### src/rtl/fifo_pkg.sv
// Shared types and helpers for the parametrised synchronous FIFO.
package fifo_pkg;

    // Request encoding is {wr_en, rd_en}.
    typedef enum logic [1:0] {
        IDLE       = 2'b00,
        READ       = 2'b01,
        WRITE      = 2'b10,
        READ_WRITE = 2'b11
    } fifo_op_e;

    function automatic int fifo_depth(input int addr_width);
        return 32'sd1 << addr_width;
    endfunction

endpackage

### src/rtl/fifo_ram.sv
// Simple dual-port RAM: synchronous write, asynchronous read, no reset on storage.
module fifo_ram
    import fifo_pkg::*;
#(
    parameter int DATA_WIDTH = 8,
    parameter int ADDR_WIDTH = 2
) (
    input  logic                  clk,
    input  logic                  we,
    input  logic [ADDR_WIDTH-1:0] waddr,
    input  logic [DATA_WIDTH-1:0] wdata,
    input  logic [ADDR_WIDTH-1:0] raddr,
    output logic [DATA_WIDTH-1:0] rdata
);

    logic [DATA_WIDTH-1:0] mem_q [fifo_depth(ADDR_WIDTH)];

    // Storage write port.
    always_ff @(posedge clk) begin
        if (we) begin
            mem_q[waddr] <= wdata;
        end
    end

    assign rdata = mem_q[raddr];

endmodule

### src/rtl/fifo_param.sv
// Parametrised show-ahead synchronous FIFO with occupancy, programmable
// threshold flags, sticky error flags and synchronous clear.
module fifo_param
    import fifo_pkg::*;
#(
    parameter int DATA_WIDTH = 8,
    parameter int ADDR_WIDTH = 2,
    parameter int AF_LEVEL   = fifo_depth(ADDR_WIDTH) - 1,
    parameter int AE_LEVEL   = 1
) (
    input  logic                  clk,
    input  logic                  reset,
    input  logic                  clear,
    input  logic [DATA_WIDTH-1:0] wdata,
    input  logic                  wr_en,
    output logic                  full,
    output logic                  almost_full,
    output logic [DATA_WIDTH-1:0] rdata,
    input  logic                  rd_en,
    output logic                  empty,
    output logic                  almost_empty,
    output logic [ADDR_WIDTH:0]   count,
    output logic                  overflow,
    output logic                  underflow
);

    localparam logic [ADDR_WIDTH:0] DEPTH_C   = {1'b1, {ADDR_WIDTH{1'b0}}};
    localparam logic [ADDR_WIDTH:0] PTR_ONE_C = {{ADDR_WIDTH{1'b0}}, 1'b1};
    localparam logic [ADDR_WIDTH:0] AF_LVL_C  = AF_LEVEL[ADDR_WIDTH:0];
    localparam logic [ADDR_WIDTH:0] AE_LVL_C  = AE_LEVEL[ADDR_WIDTH:0];

    logic [ADDR_WIDTH:0] wr_ptr_q, wr_ptr_d;
    logic [ADDR_WIDTH:0] rd_ptr_q, rd_ptr_d;
    logic                overflow_q, overflow_d;
    logic                underflow_q, underflow_d;
    logic                wr_accept_s;
    fifo_op_e            op_s;

    // Status is a pure function of the registered pointers.
    assign count        = wr_ptr_q - rd_ptr_q;
    assign full         = (count == DEPTH_C);
    assign empty        = (count == {(ADDR_WIDTH+1){1'b0}});
    assign almost_full  = (count >= AF_LVL_C);
    assign almost_empty = (count <= AE_LVL_C);
    assign overflow     = overflow_q;
    assign underflow    = underflow_q;
    assign op_s         = fifo_op_e'({wr_en, rd_en});

    // Next-state for pointers and sticky error flags; clear overrides requests.
    always_comb begin
        wr_ptr_d    = wr_ptr_q;
        rd_ptr_d    = rd_ptr_q;
        overflow_d  = overflow_q;
        underflow_d = underflow_q;
        wr_accept_s = 1'b0;
        if (clear) begin
            wr_ptr_d    = {(ADDR_WIDTH+1){1'b0}};
            rd_ptr_d    = {(ADDR_WIDTH+1){1'b0}};
            overflow_d  = 1'b0;
            underflow_d = 1'b0;
        end else begin
            case (op_s)
                IDLE: begin
                    wr_ptr_d = wr_ptr_q;
                end
                READ: begin
                    if (!empty) rd_ptr_d = rd_ptr_q + PTR_ONE_C;
                    else        underflow_d = 1'b1;
                end
                WRITE: begin
                    if (!full) begin
                        wr_accept_s = 1'b1;
                        wr_ptr_d    = wr_ptr_q + PTR_ONE_C;
                    end else begin
                        overflow_d = 1'b1;
                    end
                end
                READ_WRITE: begin
                    // DEPTH >= 2, so empty and full are mutually exclusive.
                    if (empty) begin
                        wr_accept_s = 1'b1;
                        wr_ptr_d    = wr_ptr_q + PTR_ONE_C;
                        underflow_d = 1'b1;
                    end else if (full) begin
                        rd_ptr_d   = rd_ptr_q + PTR_ONE_C;
                        overflow_d = 1'b1;
                    end else begin
                        wr_accept_s = 1'b1;
                        wr_ptr_d    = wr_ptr_q + PTR_ONE_C;
                        rd_ptr_d    = rd_ptr_q + PTR_ONE_C;
                    end
                end
                default: begin
                    wr_ptr_d = wr_ptr_q;
                end
            endcase
        end
    end

    // Pointer and error-flag registers.
    always_ff @(posedge clk or posedge reset) begin
        if (reset) begin
            wr_ptr_q    <= {(ADDR_WIDTH+1){1'b0}};
            rd_ptr_q    <= {(ADDR_WIDTH+1){1'b0}};
            overflow_q  <= 1'b0;
            underflow_q <= 1'b0;
        end else begin
            wr_ptr_q    <= wr_ptr_d;
            rd_ptr_q    <= rd_ptr_d;
            overflow_q  <= overflow_d;
            underflow_q <= underflow_d;
        end
    end

    fifo_ram #(
        .DATA_WIDTH(DATA_WIDTH),
        .ADDR_WIDTH(ADDR_WIDTH)
    ) u_ram (
        .clk   (clk),
        .we    (wr_accept_s),
        .waddr (wr_ptr_q[ADDR_WIDTH-1:0]),
        .wdata (wdata),
        .raddr (rd_ptr_q[ADDR_WIDTH-1:0]),
        .rdata (rdata)
    );

endmodule

### config.mk
export PLATFORM = sky130hd
export DESIGN_NAME = fifo_param
export DESIGN_NICKNAME = d
export VERILOG_FILES = /design/src/rtl/fifo_pkg.sv /design/src/rtl/fifo_ram.sv /design/src/rtl/fifo_param.sv
export SDC_FILE = /design/constraint.sdc
export NUM_CORES = 1
export LEC_CHECK = 0
export CAP_MARGIN = 20
export CORE_ASPECT_RATIO = 1.4
export CORE_MARGIN = 5
export CORE_UTILIZATION = 39
export CTS_CLUSTER_SIZE = 40
export DETAILED_ROUTE_END_ITERATION = 12
export PLACE_DENSITY = 0.63
export REMOVE_ABC_BUFFERS = 1
export SLEW_MARGIN = 20
export SYNTH_ARGS = -nofsm -noshare
export SYNTH_HDL_FRONTEND = slang
export SYNTH_HIERARCHICAL = 1
export SYNTH_SLANG_ARGS = --single-unit
### constraint.sdc
create_clock -name clk -period 3.18 [get_ports clk]
set_clock_uncertainty 0.05 [all_clocks]
set_input_delay 0.795 -clock clk [delete_from_list [all_inputs] [get_ports clk]]
set_output_delay 0.795 -clock clk [all_outputs]
set_load 0.05 [all_outputs]
==> qor.log <==
qor: outcome.outcome finished, final reports clean
qor: clock_network.cts_tree done
qor: power.power.combinational.fraction 55.6%
qor: drt.routed_via_count_divided_by_cell_count 4.854
qor: worst_setup_path.worst_setup_path_start_kind flop
qor: cells_and_area.layout-drive-gt1-share 26.90%
qor: cells_and_area.final_cell_mix edfxtp_1 (32), clkdlybuf4s50_1 (22), buf_4 (10)
qor: worst_setup_path.critPathRequiredTime 2330 ps
qor: yosys.synth.yosys.seq_area_share 67.30%
qor: sta.period_share 95.40%
qor: power.vdd_ir_drop_max 0.001062 V
qor: cells_and_area.layout_commonest_cell edfxtp_1
qor: worst_setup_path.r2r_slack 340 ps
qor: worst_setup_path.reg2reg_to u_ram/mem_q[1][5]$_DFFE_PP_
qor: clock_network.cts.root.buffer_cell clkbuf_8
qor: clock_network.max-clock-path-buffers 2
qor: grt.gr-usage-met1 15.12%
qor: sta.setup_total_negative_slack 0 ps
qor: floorplan.ios 30
qor: worst_setup_path.cp_max_fo 7
qor: power.seq_power_share 28.0%
qor: sta.hold_viol_final 0
qor: grt.global_route.usage.met3 4.701%
qor: worst_setup_path.rr_worst_depth 8
qor: yosys.synth_cell_types 30
qor: power.cell_internal_pwr 1.437 mW
qor: grt.antenna_violations_before_repair 0
qor: sta.worst_slew_margin_rel 66.55%
qor: power.power 2.429 mW
qor: drt.detailroute.via_count 995
qor: floorplan.floorplan.die.width 66.22 um
qor: drt.drt_first_iter_violations 17
qor: clock_network.htreeDepth 2
qor: place.placement.io_buffers 29
qor: sta.max_freq 0.3296 GHz
qor: yosys.mean_cell_area_of_the_mapped_netlist 16.92 um2
qor: sta.report.final.setup_viol 0
qor: worst_setup_path.critPathCaptureType primary output
qor: power.power.switching 991.8 uW
qor: sta.grt_setup_unrepaired false
qor: clock_network.cts_hold_buffers 0
qor: grt.track_usage 12.58%
qor: grt.grt_pass1_vias 1073
qor: grt.grt.overflow.total 0
qor: cells_and_area.design.final.nets 161
qor: yosys.ys.warnings.count 6
qor: yosys.synth_largest_type_area_fraction 55.69%
qor: cells_and_area.synthToLayoutAreaGrowth 33.87%
qor: yosys.synthesized_netlist_cell_count 102
qor: worst_setup_path.worstReg2RegStart wr_ptr_q[0]$_DFFE_PP0P_
qor: grt.gr-max-usage-layer met2
qor: clock_network.tritoncts_num_sinks 40
qor: grt.grt_use_met2 20.33%
qor: sta.min_period 3034 ps
qor: yosys.postSynthRegisterBits 40
qor: drt.drt-total-wl 3233 um
qor: clock_network.clkLatencyLatePin 280 ps
qor: clock_network.cts_made_buffers 5
qor: drt.drt_drc_violations_left 0
qor: place.gp_congestion 0.8121
qor: floorplan.fp.coreArea 4274 um2
qor: clock_network.clkSlewWorstSetupHoldPaths 70 ps
qor: yosys.cell_area_after_synthesis 1725 um2
qor: drt.drt_pass1_iterations 3
qor: grt.grt_start_max_net_pins 15
qor: power.power.share.switching 40.83%
qor: place.place.detailed.hpwl 2335 um
qor: floorplan.die_height 88.70 um
qor: job.timing.max_cap.violations 0
qor: floorplan.initial_utilization 40.37%
qor: power.power.leakage 0.8728 nW
qor: worst_setup_path.setup.worst_path.start wr_ptr_q[0]$_DFFE_PP0P_
qor: sta.report.final.slew_viol_count 0
qor: worst_setup_path.cp_data_arrival_time 2190 ps
qor: grt.grt_pass1_wl 5361 um
qor: drt.wirelength_per_cell 15.77 um
qor: yosys.synth.area.top_cells edfxtp_1 (56%), dfrtp_1 (12%), mux4_2 (10%), ha_1 (2.2%), nor2_1 (2.0%)
qor: worst_setup_path.path_class reg -> out
qor: cells_and_area.num-fill-cells 386
qor: floorplan.standard_cell_rows 28
qor: worst_setup_path.timing.critical_path.to empty
qor: power.powerDensity 1052 nW/um2
qor: hold_path.worst_hold_path_type reg -> reg
qor: yosys.largest_area_contributor_in_the_netlist edfxtp_1
qor: power.share_of_power_burned_in_the_clock_network 16.4%
qor: drt.post_route_ant_nets 0
qor: cells_and_area.antenna-diode-count 0
qor: hold_path.worstHoldStart overflow$_DFFE_PP0P_
qor: sta.worstMarginPinSlew 500.2 ps
qor: floorplan.die-area 5873 um2
[synthesized netlist by cell type (all sizes together)]
cell type,instances
nor3,1
nand2,3
a31oi,2
nor2b,3
ha,3
dfrtp,8
clkbuf,2
and2,1
nor2,9
a21oi,2
and3b,2
buf,1
and3,1
mux2i,2
o21ai,1
nor3b,1
a2111oi,1
or3,1
mux2,3
mux4,8
edfxtp,32
inv,6
nand2b,5
fa,1
a21boi,2
xnor3,1
[kinds of logic (layout without fill, tap and decap cells)]
logic type               Yosys count  after routing  synth area share, %
XOR/XNOR                           1              1                1.378
flip-flops                        40             40                67.29
AND/OR/NAND/NOR                   27             27                8.340
AO/OA/AOI/OAI                      8              8                3.408
multiplexers                      13             13                13.78
buffers and inverters              9             52                2.465
adder cells (fa/ha/maj)            4              4                3.336
[power groups by stage]
stage               clock, mW  sequential [mW]  combinational [mW]
finish                  0.399            0.680                1.35
global route            0.440            0.688                1.42
CTS                     0.412            0.696                1.31
detailed placement          0            0.705                1.31
global placement            0            0.702                1.30
floorplan                   0            0.718               0.733
[area by class of cell]
cell class	instances	area [um2]	share of cell area, %
inverter	6	22.52	0.9751
timing repair buffer	38	415.4	17.98
clock inverter	2	35.03	1.517
sequential	40	1165	50.43
multi-input combinational	53	524.3	22.70
tap	60	75.07	3.250
clock buffer	6	72.57	3.142
[per-layer routing]
| layer | vias to the layer above | share of wire [%] |
|---|---|---|
| li1 | 467 | - |
| met1 | 495 | 43 |
| met2 | 29 | 50 |
| met3 | 4 | 6.3 |
| met4 | 0 | 1.5 |
| met5 | - | 0 |
[critical path, stage by stage (launching register included)]
cell and delay (ps):
dfrtp_1 450, inv_1 90, ha_1 220, fa_1 370, xnor3_2 310, inv_2 110
nor2_1 190, buf_12 170
[repair_timing]
| item | CTS | global route |
|---|---|---|
| buffers inserted | 0 | 5 |
| endpoints found under the hold margin | 0 | 0 |
| setup endpoints to repair | 11 | 2 |
| gates resized for setup | 1 | 2 |
[flip-flops by register name, summed over array words and instances, names as in the netlist]
signal	cells
rd_ptr_q	3
underflow	1
u_ram/mem_q	32
overflow	1
wr_ptr_q	3
[stage by stage]
stage / instance area, um2 / worst slack, ps / utilization [%] / hold WS [ps] / std cells
after floorplan: 1705 / -116.2 / - / 526.9 / 99
after global placement: 2158 / 201.7 / 50.50 / 455.9 / 192
after detailed placement: 2158 / 103.3 / 50.50 / 445.8 / 192
after CTS: 2267 / 70.46 / 53.04 / 469.1 / 200
after global routing: 2310 / 35.84 / 54.04 / 504.1 / 205
final: 2310 / 146.1 / 54.04 / 464.0 / 205
[worst min-delay path by stage]
stage | depth (start not counted) | end | slack [ps]
final | 2 | overflow$_DFFE_PP0P_ | 460
after global routing | 2 | overflow$_DFFE_PP0P_ | 500
after CTS | 2 | overflow$_DFFE_PP0P_ | 470
after detailed placement | 2 | overflow$_DFFE_PP0P_ | 450
after global placement | 2 | overflow$_DFFE_PP0P_ | 460
after floorplan | 2 | wr_ptr_q[1]$_DFFE_PP0P_ | 530
(Power assumes the default switching activity.)
